--- src/rtl/seg_pkg.sv ---
`default_nettype none
// +--------------------------------------------------------------------+
// | seg_pkg                                                            |
// | Shared types and constants for the serial 7-segment display driver |
// | Revision: 1.0                                                      |
// +--------------------------------------------------------------------+
package seg_pkg;

    localparam int BYTE_W = 8;

    localparam logic [BYTE_W-1:0] SEG_OFF_HI = 8'hFF;
    localparam logic [BYTE_W-1:0] SEG_OFF_LO = 8'h00;

    typedef enum logic [1:0] {
        ST_IDLE  = 2'd0,
        ST_LOAD  = 2'd1,
        ST_SHIFT = 2'd2,
        ST_LATCH = 2'd3
    } state_t;

    // Active-high {g,f,e,d,c,b,a} pattern for one hex digit.
    function automatic logic [6:0] hex_to_seg(input logic [3:0] hex);
        logic [6:0] seg;
        seg = 7'h00;
        case (hex)
            4'h0: seg = 7'h3F;
            4'h1: seg = 7'h06;
            4'h2: seg = 7'h5B;
            4'h3: seg = 7'h4F;
            4'h4: seg = 7'h66;
            4'h5: seg = 7'h6D;
            4'h6: seg = 7'h7D;
            4'h7: seg = 7'h07;
            4'h8: seg = 7'h7F;
            4'h9: seg = 7'h6F;
            4'hA: seg = 7'h77;
            4'hB: seg = 7'h7C;
            4'hC: seg = 7'h39;
            4'hD: seg = 7'h5E;
            4'hE: seg = 7'h79;
            4'hF: seg = 7'h71;
        endcase
        return seg;
    endfunction

endpackage
`default_nettype wire

--- src/rtl/seg_digit_enc.sv ---
`default_nettype none
// +--------------------------------------------------------------------+
// | seg_digit_enc                                                      |
// | Combinational encoder producing one display byte per digit         |
// | Revision: 1.0                                                      |
// +--------------------------------------------------------------------+
module seg_digit_enc
    import seg_pkg::*;
#(
    parameter int SEG_ACTIVE_LOW = 1
) (
    input  logic [3:0]        hex,
    input  logic [BYTE_W-1:0] raw_byte,
    input  logic              point,
    input  logic              blank,
    input  logic              mode,
    output logic [BYTE_W-1:0] seg
);

    logic [BYTE_W-1:0] w_hex_hi;
    logic [BYTE_W-1:0] w_hex_byte;
    logic [BYTE_W-1:0] w_off;

    assign w_hex_hi   = {point, hex_to_seg(hex)};
    assign w_hex_byte = (SEG_ACTIVE_LOW != 0) ? ~w_hex_hi : w_hex_hi;
    assign w_off      = (SEG_ACTIVE_LOW != 0) ? SEG_OFF_HI : SEG_OFF_LO;

    // Raw bytes bypass polarity; blanking overrides both modes.
    assign seg = blank ? w_off : (mode ? raw_byte : w_hex_byte);

endmodule
`default_nettype wire

--- src/rtl/seg_serial_display.sv ---
`default_nettype none
// +--------------------------------------------------------------------+
// | seg_serial_display                                                 |
// | Frame encoder and serial shifter for chained 7-segment registers   |
// | Revision: 1.0                                                      |
// +--------------------------------------------------------------------+
module seg_serial_display
    import seg_pkg::*;
#(
    parameter int DIGITS         = 8,
    parameter int SCLK_DIV       = 2,
    parameter int DIR            = 1,
    parameter int SEG_ACTIVE_LOW = 1
) (
    input  logic                       clk,
    input  logic                       rst,
    input  logic                       start,
    input  logic                       mode,
    input  logic [4*DIGITS-1:0]        hexs,
    input  logic [DIGITS-1:0]          points,
    input  logic [DIGITS-1:0]          les,
    input  logic                       flash,
    input  logic [BYTE_W*DIGITS-1:0]   raw,
    output logic                       busy,
    output logic                       done,
    output logic                       segclk,
    output logic                       segsout,
    output logic                       segen,
    output logic                       segclrn
);

    localparam int N  = BYTE_W * DIGITS;
    localparam int BW = $clog2(N);
    localparam int DW = (SCLK_DIV > 1) ? $clog2(SCLK_DIV) : 1;
    localparam logic [BW-1:0] BIT_LAST = BW'(N - 1);
    localparam logic [DW-1:0] DIV_LAST = DW'(SCLK_DIV - 1);

    state_t          r_state;
    logic            r_pending;
    logic [DW-1:0]   r_div;
    logic [BW-1:0]   r_bit;
    logic [N-1:0]    r_sr;

    logic [N-1:0]    w_frame;
    logic [N-1:0]    w_sr_next;
    logic            w_first;
    logic            w_next_bit;

    for (genvar gi = 0; gi < DIGITS; gi++) begin : g_digit
        seg_digit_enc #(
            .SEG_ACTIVE_LOW (SEG_ACTIVE_LOW)
        ) u_enc (
            .hex      (hexs[4*gi +: 4]),
            .raw_byte (raw[BYTE_W*gi +: BYTE_W]),
            .point    (points[gi]),
            .blank    (les[gi] & flash),
            .mode     (mode),
            .seg      (w_frame[BYTE_W*gi +: BYTE_W])
        );
    end

    // The outgoing bit always sits at the exit end of the shift register.
    assign w_sr_next  = (DIR != 0) ? {r_sr[N-2:0], 1'b0} : {1'b0, r_sr[N-1:1]};
    assign w_first    = (DIR != 0) ? w_frame[N-1] : w_frame[0];
    assign w_next_bit = (DIR != 0) ? w_sr_next[N-1] : w_sr_next[0];

    always_ff @(posedge clk or negedge rst) begin
        if (!rst) begin
            r_state   <= ST_IDLE;
            r_pending <= 1'b0;
            r_div     <= '0;
            r_bit     <= '0;
            r_sr      <= '0;
            busy      <= 1'b0;
            done      <= 1'b0;
            segclk    <= 1'b0;
            segsout   <= 1'b0;
            segen     <= 1'b1;
            segclrn   <= 1'b1;
        end else begin
            done <= 1'b0;
            if (start && (r_state != ST_IDLE)) begin
                r_pending <= 1'b1;
            end

            case (r_state)
                ST_IDLE: begin
                    if (start || r_pending) begin
                        r_state   <= ST_LOAD;
                        r_pending <= 1'b0;
                        busy      <= 1'b1;
                        segclrn   <= 1'b0;
                        segen     <= 1'b0;
                    end
                end

                ST_LOAD: begin
                    r_sr    <= w_frame;
                    segsout <= w_first;
                    segclrn <= 1'b1;
                    segclk  <= 1'b0;
                    r_div   <= '0;
                    r_bit   <= '0;
                    r_state <= ST_SHIFT;
                end

                ST_SHIFT: begin
                    if (r_div == DIV_LAST) begin
                        r_div <= '0;
                        if (!segclk) begin
                            segclk <= 1'b1;
                        end else begin
                            segclk <= 1'b0;
                            // Counter parks on the last bit; nothing past the frame is emitted.
                            if (r_bit == BIT_LAST) begin
                                r_state <= ST_LATCH;
                                segen   <= 1'b1;
                                done    <= 1'b1;
                            end else begin
                                r_bit   <= r_bit + 1'b1;
                                r_sr    <= w_sr_next;
                                segsout <= w_next_bit;
                            end
                        end
                    end else begin
                        r_div <= r_div + 1'b1;
                    end
                end

                ST_LATCH: begin
                    if (start || r_pending) begin
                        r_state   <= ST_LOAD;
                        r_pending <= 1'b0;
                        segclrn   <= 1'b0;
                        segen     <= 1'b0;
                    end else begin
                        r_state <= ST_IDLE;
                        busy    <= 1'b0;
                    end
                end

                default: r_state <= ST_IDLE;
            endcase
        end
    end

endmodule
`default_nettype wire

--- config.mk ---
export PLATFORM = sky130hd
export DESIGN_NAME = seg_serial_display
export DESIGN_NICKNAME = d
export VERILOG_FILES = /design/src/rtl/seg_pkg.sv /design/src/rtl/seg_digit_enc.sv /design/src/rtl/seg_serial_display.sv
export SDC_FILE = /design/constraint.sdc
export NUM_CORES = 1
export LEC_CHECK = 0
export ABC_AREA = 1
export CAP_MARGIN = 10
export CORE_ASPECT_RATIO = 0.6
export CORE_MARGIN = 2
export CORE_UTILIZATION = 30
export CTS_BUF_LIST = sky130_fd_sc_hd__clkbuf_16
export DETAILED_ROUTE_END_ITERATION = 7
export PLACE_DENSITY = 0.58
export RECOVER_POWER = 100
export SKIP_LAST_GASP = 1
export SYNTH_ARGS = -nofsm -noshare
export SYNTH_HDL_FRONTEND = slang
export SYNTH_HIERARCHICAL = 1
export SYNTH_SLANG_ARGS = --single-unit
export TNS_END_PERCENT = 20
--- constraint.sdc ---
create_clock -name clk -period 2.58 [get_ports clk]
set_input_delay 0.516 -clock clk [delete_from_list [all_inputs] [get_ports clk]]
set_output_delay 0.516 -clock clk [all_outputs]
set_load 0.02 [all_outputs]
==> out/qor.csv <==
metric,value,unit
grt_pass1_wl,28.38,mm
vias,6302,
dpl_cell_area,8249,um^2
grt_use_total,0.1448,
power_density,416.9,nW/um^2
maxSlewViolCount,0,
io_pins,123,
antenna_found_initial,0,
regArea,1979,um^2
multi_input_area,4203,um^2
clk_pin_slew,70,ps
ys_types,38,
critPathLaunch,r_bit[0],
layout_common_cells,"nand2_1 (347), clkdlybuf4s50_1 (108), o21ai_0 (86), dfrtp_1 (77), a21oi_1 (75)",
synth_edf_count,0,
synth_nets,1143,
period_minus_slack,2054,ps
ys_seq_area_frac,0.2867,
grt_pass1_vias,5752,
met3_usage,0.03002,
synth_area,6904,um^2
status,"complete, no violations",
endpoint_kind,flop,
dp.cells,1355,
reg2reg_from,r_bit[0],
yosysWarningCount,6,
grt_max_degree,91,
dieArea,24280,um^2
io_buffers,122,
drive_gt1_frac,0.07150,
startpoint_type,flop,
path_max_fanout,60,
fin_skew,6.842,ps
required,2770,ps
wl_per_cell,12.45,um
utilization,0.3831,
antenna_left,0,
hold_class,in -> async,
max-vdd-ir-drop,0.2821,mV
crit_slowest_cell,clkbuf_4,
p_leak,4.454,nW
slew_headroom,0.3530,
cts.sinks,79,
viasPerCell,4.597,
die_h,121.5,um
ctsResizeCount,0,
max_freq,486.8,MHz
start_util,0.3091,
place.gp.congestion,0.8873,
endpoint,r_sr[42],
post-cts-setup-buffers,0,
path_class,reg -> reg,
die_w,199.8,um
min_period_over_period,0.7962,
core,22330,um^2
antenna_cells,0,
numCtsBuffers,9,
worst_r2r_path_depth,7,
reg2reg_setup_slack,530,ps
mostFrequentLayoutCell,nand2_1,
rows,42,
avgSynthCellArea,7.096,um^2
grt_setup_unrepaired,false,
drt_iter0_markers,383,
top_usage_layer,met1,
grt_use_met2,0.1918,
wirelength,17.08,mm
hold_viol,0,
final_cells,1371,
crit_chain,ha_1 > nand2_1 > nor2_1 > nand3_2 > nand3_4 > clkbuf_4 > o21ai_0,
final_cell_area,8556,um^2
netlist_instances,973,
synth-async-reset-ratio,1.000,
worstReg2RegEnd,r_sr[42],
areaGrowthSynthToFinish,23.92,%
first_pass_iters,7,
setup_viol,0,
drcViolationCount,0,
ctsRootBufferMaster,clkbuf_16,
synth_seq_cells,79,
ys.flop_type,dfrtp_1,
worstMarginPinSlew,970.4,ps
arrival,2250,ps
dp_hpwl,12.70,mm
max_stage_delay,490,ps
fill_cells,2343,
cts_hold_buffers,0,
clockBufferDepth,2,
maxCapViolCount,0,
grt.overflow.total,0,
setup_ws,525.7,ps
h-tree-depth,3,
layout.nets,1228,
dp_slack,342.7,ps
insertion_delay,340,ps
cts_tree,yes,
final.setup.tns,0,ps
grtUsageMet1,0.2361,
## report_power, final
group,leakage [nW],internal [W],total [W],switching (W)
Combinational,3.38,0.000358,0.000777,0.000419
Sequential,0.924,0.00132,0.00136,0.0000446
Clock,0.155,0.000862,0.00143,0.000565
## final cells by class
type | instances | area share
clock inverter | 7 | 0.01214
timing repair buffer | 129 | 0.1521
multi-input combinational | 759 | 0.4912
clock buffer | 9 | 0.02632
tap | 308 | 0.04504
inverter | 80 | 0.04183
sequential | 79 | 0.2314
## logic make-up after synthesis
family	after synthesis	synth area share
xor+xnor	1	0.001269
buf+inv	135	0.1053
flops	79	0.2867
mux	63	0.09134
simple gates	452	0.2780
compound gates	190	0.1414
fa+ha+maj	53	0.09605
## flip-flops by register name, indices dropped and copies added, names as in the netlist
register / cells
r_bit: 6
segclk: 1
segsout: 1
busy: 1
done: 1
r_sr: 63
r_state: 2
segen: 1
segclrn: 1
r_pending: 1
r_div: 1
## how the worst min path moves through the flow
stage | startpoint | end | slack, ps
3_5_place_dp | segen | segen | 470
2_1_floorplan | rst | busy | 220
5_1_grt | rst | r_sr[37] | 410
6_report | rst | r_sr[37] | 330
3_3_place_gp | segen | segen | 460
4_1_cts | rst | r_sr[37] | 150
## through the flow
| step | hold slack (ps) | total power, W |
|---|---|---|
| floorplan | 220.4 | 0.001843 |
| global placement | 459.0 | 0.002165 |
| detailed placement | 469.1 | 0.002166 |
| CTS | 152.3 | 0.003623 |
| global route | 410.7 | 0.003789 |
| finish | 326.0 | 0.003567 |
## metal layers
layer / vias up / wire (um)
met4: 0 / 127
met3: 11 / 1010
met1: 2799 / 9725
li1: 3330 / -
met2: 162 / 6212
met5: - / 0
## Yosys cell counts (2+ instances only)
| cell | n | area (um^2) |
|---|---|---|
| inv_8 | 6 | 67.56 |
| mux2i_1 | 63 | 630.6 |
| nand2_1 | 347 | 1303 |
| inv_1 | 61 | 229.0 |
| nor2_1 | 11 | 41.29 |
| ha_1 | 53 | 663.1 |
| buf_2 | 22 | 110.1 |
| a21oi_1 | 75 | 375.4 |
| buf_6 | 16 | 180.2 |
| nand2_4 | 9 | 101.4 |
| o21ai_1 | 38 | 190.2 |
| nand3_1 | 61 | 305.3 |
| nand2_2 | 16 | 100.1 |
| inv_6 | 2 | 17.52 |
| clkbuf_1 | 13 | 48.80 |
| dfrtp_1 | 77 | 1927 |
| o21ai_0 | 69 | 345.3 |
| nand4_1 | 2 | 12.51 |
| dfstp_2 | 2 | 52.55 |
| inv_2 | 10 | 37.54 |
| buf_4 | 3 | 22.52 |
## critical path, delay by kind of cell, from the launching register on
family                   cells  cell delay [ps]
AND/OR/NAND/NOR              4              610
AO/OA/AOI/OAI                1              170
adder cells (fa/ha/maj)      1              190
flip-flops                   1              450
buffers and inverters        1              490
(Power assumes the default switching activity.)
